<file path="src/rtl/servo_pwm_multi.sv">
`default_nettype none
// ============================================================================
//  Module   : servo_pwm_multi
//  Purpose  : NUM_CH servo pulse generators sharing one free-running frame
//             counter. Widths are written through a single clamped write
//             port and applied only at frame boundaries, so pulses never
//             glitch.
//  Option   : define SERVO_SLEW_EN to limit each channel's width change to
//             STEP clocks per frame (ramp toward the target).
//  Revision : 1.0  initial release
// ============================================================================
module servo_pwm_multi #(
  parameter int NUM_CH      = 4,
  parameter int PERIOD      = 500000,
  parameter int CNT_W       = 20,
  parameter int MIN_WIDTH   = 17000,
  parameter int MAX_WIDTH   = 62000,
  parameter int RESET_WIDTH = 17000,
  parameter int STEP        = 500
) (
  input  logic              i_Clk,
  input  logic              i_Rst,
  input  logic              i_Wr_En,
  input  logic [3:0]        i_Wr_Ch,
  input  logic [CNT_W-1:0]  i_Wr_Width,
  output logic              o_Wr_Err,
  output logic [NUM_CH-1:0] o_Servo,
  output logic [NUM_CH-1:0] o_Busy,
  output logic              o_Frame_Start
);

  localparam logic [CNT_W-1:0] C_LAST  = CNT_W'(PERIOD - 1);
  localparam logic [CNT_W-1:0] C_MIN   = CNT_W'(MIN_WIDTH);
  localparam logic [CNT_W-1:0] C_MAX   = CNT_W'(MAX_WIDTH);
  localparam logic [CNT_W-1:0] C_RST_W = CNT_W'(RESET_WIDTH);
  localparam logic [4:0]       C_NCH   = 5'(NUM_CH);

  // Without the slew option the step is "unbounded", so every frame update
  // jumps straight to the target and STEP has no effect.
  localparam logic [CNT_W-1:0] C_STEP =
`ifdef SERVO_SLEW_EN
    CNT_W'(STEP);
`else
    {CNT_W{1'b1}};
`endif

  logic [CNT_W-1:0] cnt_q;
  logic             frame_q;
  logic             err_q;
  logic             w_frame_end;
  logic             w_wr_ok;
  logic [CNT_W-1:0] w_clamped;

  assign w_frame_end = (cnt_q == C_LAST);
  assign w_wr_ok     = i_Wr_En && ({1'b0, i_Wr_Ch} < C_NCH);

  // Clamp the full requested width into the safe servo range.
  always_comb begin
    w_clamped = i_Wr_Width;
    if (i_Wr_Width < C_MIN) begin
      w_clamped = C_MIN;
    end else if (i_Wr_Width > C_MAX) begin
      w_clamped = C_MAX;
    end
  end

  // Free-running frame counter plus the frame-start and write-error pulses.
  always_ff @(posedge i_Clk) begin
    if (i_Rst) begin
      cnt_q   <= '0;
      frame_q <= 1'b0;
      err_q   <= 1'b0;
    end else begin
      cnt_q   <= w_frame_end ? '0 : cnt_q + 1'b1;
      frame_q <= (cnt_q == '0);
      err_q   <= i_Wr_En && !w_wr_ok;
    end
  end

  assign o_Frame_Start = frame_q;
  assign o_Wr_Err      = err_q;

  generate
    for (genvar n = 0; n < NUM_CH; n++) begin : g_ch
      logic [CNT_W-1:0] target_q;
      logic [CNT_W-1:0] current_q;
      logic [CNT_W-1:0] current_d;
      logic             servo_q;
      logic             busy_q;

      // Next frame's width: move toward the target by at most C_STEP.
      always_comb begin
        current_d = target_q;
        if (target_q > current_q) begin
          if ((target_q - current_q) > C_STEP) begin
            current_d = current_q + C_STEP;
          end
        end else if (target_q < current_q) begin
          if ((current_q - target_q) > C_STEP) begin
            current_d = current_q - C_STEP;
          end
        end
      end

      // Target/current width registers and the registered pulse and busy flags.
      always_ff @(posedge i_Clk) begin
        if (i_Rst) begin
          target_q  <= C_RST_W;
          current_q <= C_RST_W;
          servo_q   <= 1'b0;
          busy_q    <= 1'b0;
        end else begin
          if (w_wr_ok && (i_Wr_Ch == 4'(n))) begin
            target_q <= w_clamped;
          end
          if (w_frame_end) begin
            current_q <= current_d;
          end
          servo_q <= (cnt_q < current_q);
          busy_q  <= (current_q != target_q);
        end
      end

      assign o_Servo[n] = servo_q;
      assign o_Busy[n]  = busy_q;
    end
  endgenerate

endmodule
`default_nettype wire

</file>
<file path="config.mk">
export PLATFORM = sky130hd
export DESIGN_NAME = servo_pwm_multi
export DESIGN_NICKNAME = d
export VERILOG_FILES = /design/src/rtl/servo_pwm_multi.sv
export SDC_FILE = /design/constraint.sdc
export NUM_CORES = 1
export LEC_CHECK = 0
export ABC_AREA = 0
export CORE_ASPECT_RATIO = 1.1
export CORE_UTILIZATION = 40
export CTS_CLUSTER_SIZE = 16
export DETAILED_ROUTE_END_ITERATION = 8
export PLACE_DENSITY_LB_ADDON = 0.05
export SLEW_MARGIN = 10
export SYNTH_ARGS = -nofsm -noshare
export SYNTH_HDL_FRONTEND = slang
export SYNTH_SLANG_ARGS = --single-unit
</file>
<file path="constraint.sdc">
create_clock -name i_Clk -period 3.05 [get_ports i_Clk]
set_clock_uncertainty 0.2 [all_clocks]
set_input_delay 0.4575 -clock i_Clk [delete_from_list [all_inputs] [get_ports i_Clk]]
set_output_delay 0.4575 -clock i_Clk [all_outputs]
set_load 0.01 [all_outputs]
</file>
=== After elaboration in Yosys (flattened, before gate mapping) ===
Cells that the tools add are included.

* Bits in registers: 190
* Bits in latches: 0
* RAM bits: 0
* Bits in read-only memories: 0
* Bits of input ports: 27
* Output and inout bits: 10
* Memories: 0

* Add/subtract/negate cells: 17
* Multipliers: 0
* Div/mod/pow operators: 0
* Magnitude comparators: 23
* Eq/ne operators: 8
* Shifts and indexed selects: 0
* Multiplexer cells: 18
* Bitwise gates (word level): 0
* Reduce and logical (&&, ||, !) cells: 10

{| class="wikitable"
|+ Operators by type and width
! kind !! count
|-
| 2-to-1 mux 20 bit || 18
|-
| > comparator 20 bit, second input constant || 8
|-
| < comparator 20 bit || 8
|-
| subtractor 20 bit || 8
|-
| adder 20 bit, second input constant || 4
|-
| > comparator 20 bit || 4
|-
| inequality test 20 bit || 4
|-
| subtractor 20 bit, second input constant || 4
|-
| adder 20 x 1 -> 20 bit, second input constant || 1
|-
| == test 20 x 19 -> 1 bit, second input constant || 1
|-
| > comparator 20 x 16 -> 1 bit, second input constant || 1
|-
| zero test 20 bit || 1
|-
| < comparator 20 x 15 -> 1 bit, second input constant || 1
|-
| == test 4 x 2 -> 1 bit, second input constant || 2
|-
| logical AND 1 bit || 6
|-
| == test 4 x 1 -> 1 bit, second input constant || 1
|-
| zero test 4 bit || 1
|-
| < comparator 4 x 3 -> 1 bit, second input constant || 1
|-
| OR reduction 2 bit || 1
|-
| zero test 1 bit || 1
|}

=== Depth between registers and ports, before layout ===
* Word-level depth: 5
* Depth in mapped cells: 8

=== Least setup slack after synthesis ===
Ideal clock, no wire load.

* Path kind: input to register
* From: in i_Wr_Width[19]
* To: reg g_ch[3].target_q[5]
* Arrival time: 2306 ps
* Data required time: 2728 ps
* Setup slack: 422 ps
* Stages on the path: 6
* Path buffers: 1
* Path through: or4_4 > or4_1 > o22a_4 > nand2b_4 > buf_6 > o32a_1

* Cells in the longest elaborated chain, start to end: 3
* Elaborated cells on any way between the ends: 4
* Those cells by class: order compare: 2; mux: 2

{| class="wikitable"
|+ RTL lines
! what !! line !! RTL
|-
| start, declared || 25 || <nowiki>input logic [CNT_W-1:0] i_Wr_Width,</nowiki>
|-
| > comparator 20 x 16 -> 1 bit || 62 || <nowiki>end else if (i_Wr_Width > C_MAX) begin</nowiki>
|-
| 2-to-1 mux 20 bit || 62 ||
|-
| 2-to-1 mux 20 bit * || 60 || <nowiki>if (i_Wr_Width < C_MIN) begin</nowiki>
|-
| end signal, assigned || 114 || <nowiki>target_q <= w_clamped;</nowiki>
|-
| end, declared || 85 || <nowiki>logic [CNT_W-1:0] target_q;</nowiki>
|}

Mark *: on every way between the ends. The rest lies on a longest branch, timed or not.
A chain may end at the register's enable or synchronous reset.

=== Worst setup path after layout ===
* From: in i_Wr_Width[19]
* To: reg g_ch[1].target_q[14]

* Cells in the longest elaborated chain, start to end: 3
* Elaborated cells on any way between the ends: 4
* Those cells by class: order compare: 2; mux: 2

{| class="wikitable"
|+ RTL lines
! what !! line
|-
| > comparator 20 x 16 -> 1 bit || 62
|-
| 2-to-1 mux 20 bit || 62
|-
| 2-to-1 mux 20 bit * || 60
|-
| end signal, assigned || 114
|-
| end, declared || 85
|}

Marked as above.

==> results <==
- TritonCTS built the clock tree.
- The number of max-slew violations in the final report is 0.
- For this configuration, the core starts out at a cell density of 0.4132.
- In the final routed layout, each cell accounts on average for 19.12 um.
- The clock passes through at most 2 buffers.
- Detailed placement ended at an HPWL of 21260 um.
- Measured along the y axis, the die boundary spans 166.9 um.
- CTS saw 190 sinks.
- The flow ran to the end, and the final reports show no timing, DRC or antenna violations.
- The core utilization of the finished layout is 0.4788.
- The type of origin of the critical path is a primary input.
- The slew of the pin with the lowest slew margin is 0.7575 ns.
- The smallest clock period supported by the final layout is computed as 2.796 ns.
- After clock tree synthesis, the clock-pin slew on the worst setup and hold paths is 0.07 ns.
- The fmax is 357.6 MHz.
- The floorplan step defined a die boundary enclosing 25340 um2.
- The number of buffer cells added on primary ports is 36.
- The remaining max-slew budget at the tightest pin is 0.4931.
- The fraction of final layout cells with drive strength greater than 1 is 0.07271.
- In this run the mean area of a mapped cell was 8.534 um2.
- The async set or reset register ratio after synthesis is 0.
- The design draws 5193 uW.
- The initial antenna violation count was 0.
- STA puts the critical path data required time at 3.11 ns.
- The number of global-route vias before repair is 7438.
- In this run the power density over the cells is 453.5 nW/um2.
- The H-tree was split into 4 levels.
- The type of destination of the critical path is a flip-flop.
- The standby leakage power is 0.004954 uW.
- Counting distinct cell types in the post-synthesis netlist gives 50.
- In the finished design, the share of the clock period the worst path needs comes to 0.9168.
- The class of the most critical setup path is in2reg.
- In the final design database the tool counted 1396 nets.
- At the worst endpoint, the arrival time is 2.86 ns.
- The number of antenna diodes in the final layout is 0.
- Synthesis produced 1158 cells.
- The clock tree root buffer cell is sky130_fd_sc_hd__clkbuf_16.
- Measured along the x axis, the die boundary spans 151.9 um.
- The placer congestion estimate is 0.8248.
- The tool flagged a number of max-cap violations equal to 0.
- For this run, the total global-route usage over all layers was measured as 0.2348.
- Among all flip-flop cells after synthesis, the most frequent one is sky130_fd_sc_hd__dfxtp_1.
- The post-detailed-route via-to-cell ratio is 5.182.
- The CTS buffer count is 17.
- The cell area that synthesis handed to floorplanning was 9882 um2.
- The share of synthesized area in the top cell type comes to 0.3849.
- Setup violations remaining at the end of the flow were counted as 0.
- Entering global routing, the biggest net connects 73 pins.
- Yosys attributes the largest share of cell area to sky130_fd_sc_hd__dfxtp_1 38%, sky130_fd_sc_hd__ha_1 20%, sky130_fd_sc_hd__nand2_1 6.9%.
- Once layout is complete, the cells apart from fillers number 1529.
- The flip-flop and latch count after synthesis is 190.
- The number of hold buffers added after CTS was 0.
- The net count after synthesis is 1343.
- For this run, design rule violations remaining after detail routing come to 0.
- The synthesized design contains 0 enable-type register cells.
- The initialized floorplan defines 59 standard-cell rows.
- The length of the first detailed-routing pass in iterations is 5.
- The cell type with the highest aggregate area in the netlist is sky130_fd_sc_hd__dfxtp_1.
- Yosys printed 0 warnings.
- On the final layout, the worst hold slack is 0.2387 ns.
- The remaining antenna violation count after routing is 0.
- The buffers inserted during post-CTS setup optimization is 0.
- The hold violation count in the final report is 0.
- The core region is 23920 um2.
- The maximum ir drop on the vdd rail is 325.3 uV.
- The number of fill cells is 2411.
- Setup repair after global routing left no endpoint under its margin.
- The worst hold path belongs to the class in2reg.
- For the worst-skew pair, the clock arrives at the later sink with an insertion delay of 0.43 ns.
- The count of instances resized after the clock tree is built is 0.
- 37 I/O pins were placed.
- The first global-routing pass estimated 44710 um of wire.
- The number of violations reported at the end of detailed-routing iteration 0 is 490.
- The largest fanout on the critical path is 6.
- Of the synthesized area, sequential elements account for 0.3849.
- The total routed wirelength is 29240 um.
- The signed area change from the synthesized netlist to the final layout is 15.88%.
- The aggregate global routing overflow is 0.
- The number of placed instances, taps included, is 1497.
- The total number of vias is 7923.
worst max-delay path, cell delays in order:
cell and delay, ns:
sky130_fd_sc_hd__clkdlybuf4s50_1 0.40, sky130_fd_sc_hd__or4_4 0.58, sky130_fd_sc_hd__or4_1 0.51, sky130_fd_sc_hd__o22a_4 0.27, sky130_fd_sc_hd__nor3_1 0.46, sky130_fd_sc_hd__a22oi_1 0.18
area by class of cell:
cell class	count	area, um2	share of cell area
Multi-Input combinational cell	762	5275	0.4607
Sequential cell	190	3804	0.3322
Timing Repair Buffer	81	770.7	0.06731
Inverter	159	596.8	0.05212
Clock buffer	22	464.2	0.04054
Tap cell	305	381.6	0.03333
Clock inverter	10	158.9	0.01388
stage by stage:
step | setup TNS [ns] | setup slack, ns | instance area, um2
floorplan | 0 | 0.4217 | 9882
global placement | -0.3426 | -0.07700 | 10830
detailed placement | -0.7962 | -0.1870 | 10830
CTS | 0 | 0.2606 | 11450
global route | 0 | 0.1611 | 11450
finish | 0 | 0.2537 | 11450
registers in the layout, summed over array words and instances, names as in the netlist:
name and flops:
g_ch.servo_q 4, g_ch.current_q 80, g_ch.busy_q 4, cnt_q 20, g_ch.target_q 80, o_Wr_Err 1, o_Frame_Start 1
synth_stat cells (6+ instances only):
| cell | count |
|---|---|
| sky130_fd_sc_hd__nand4_1 | 31 |
| sky130_fd_sc_hd__ha_1 | 158 |
| sky130_fd_sc_hd__a22o_1 | 28 |
| sky130_fd_sc_hd__buf_4 | 8 |
| sky130_fd_sc_hd__a22oi_1 | 12 |
| sky130_fd_sc_hd__o21ai_0 | 14 |
| sky130_fd_sc_hd__nor2_1 | 69 |
| sky130_fd_sc_hd__a21oi_1 | 99 |
| sky130_fd_sc_hd__o31ai_1 | 6 |
| sky130_fd_sc_hd__a211oi_1 | 8 |
| sky130_fd_sc_hd__nand3_1 | 23 |
| sky130_fd_sc_hd__o32a_1 | 8 |
| sky130_fd_sc_hd__and3_1 | 14 |
| sky130_fd_sc_hd__clkbuf_1 | 36 |
| sky130_fd_sc_hd__dfxtp_1 | 190 |
| sky130_fd_sc_hd__o211ai_1 | 24 |
| sky130_fd_sc_hd__inv_1 | 159 |
| sky130_fd_sc_hd__nor3_1 | 14 |
| sky130_fd_sc_hd__xnor2_1 | 8 |
| sky130_fd_sc_hd__nand2_1 | 182 |
| sky130_fd_sc_hd__xor2_1 | 9 |
| sky130_fd_sc_hd__nor4_1 | 7 |
worst paths after layout:
check	start	end	slack [ns]	cells after the start
worst max-delay path	i_Wr_Width[19]	g_ch[1].target_q[14]	0.25	6
worst min-delay path	i_Rst	g_ch[0].current_q[19]	0.24	2
worst max register to register	cnt_q[9]	g_ch[3].current_q[3]	0.56	6
worst min register to register	g_ch[2].target_q[15]	g_ch[2].current_q[15]	0.25	2
logic make-up (layout without fill, tap and decap cells):
kind of cell	count (synthesis)	after routing	synth area share
compound gates	223	223	0.1497
flops	190	190	0.3849
fa+ha+maj	158	158	0.2001
simple gates	364	364	0.1680
buf+inv	206	272	0.08230
xor+xnor	17	17	0.01507
report_power, final:
part	leakage (uW)	switching [uW]	internal, uW
sequential	0.00154	12.6	2500
combinational	0.00312	168	112
clock	0.000301	983	1420
placed cells by master, fill, tap and decap left out, types with 9 or more instances in the layout:
cell type and n:
sky130_fd_sc_hd__a22o_1 28, sky130_fd_sc_hd__nand2_1 182, sky130_fd_sc_hd__nor3_1 14, sky130_fd_sc_hd__a22oi_1 12
sky130_fd_sc_hd__a21oi_1 99, sky130_fd_sc_hd__o21ai_0 14, sky130_fd_sc_hd__o211ai_1 24, sky130_fd_sc_hd__xor2_1 9
sky130_fd_sc_hd__and3_1 14, sky130_fd_sc_hd__dfxtp_1 190, sky130_fd_sc_hd__nand4_1 31, sky130_fd_sc_hd__nor2_1 69
sky130_fd_sc_hd__ha_1 158, sky130_fd_sc_hd__clkbuf_16 17, sky130_fd_sc_hd__buf_4 40, sky130_fd_sc_hd__nand3_1 23
sky130_fd_sc_hd__inv_1 159, sky130_fd_sc_hd__clkdlybuf4s50_1 35
routing by layer:
layer  share of wire  up-vias  global-route usage
met5               0        -                   0
met1            0.51     3758              0.3423
met4           0.013        0             0.05522
met2            0.44      149              0.3621
met3           0.033       20             0.03435
li1                -     3996                   -
Note: power is estimated with default switching activity, not from simulation.
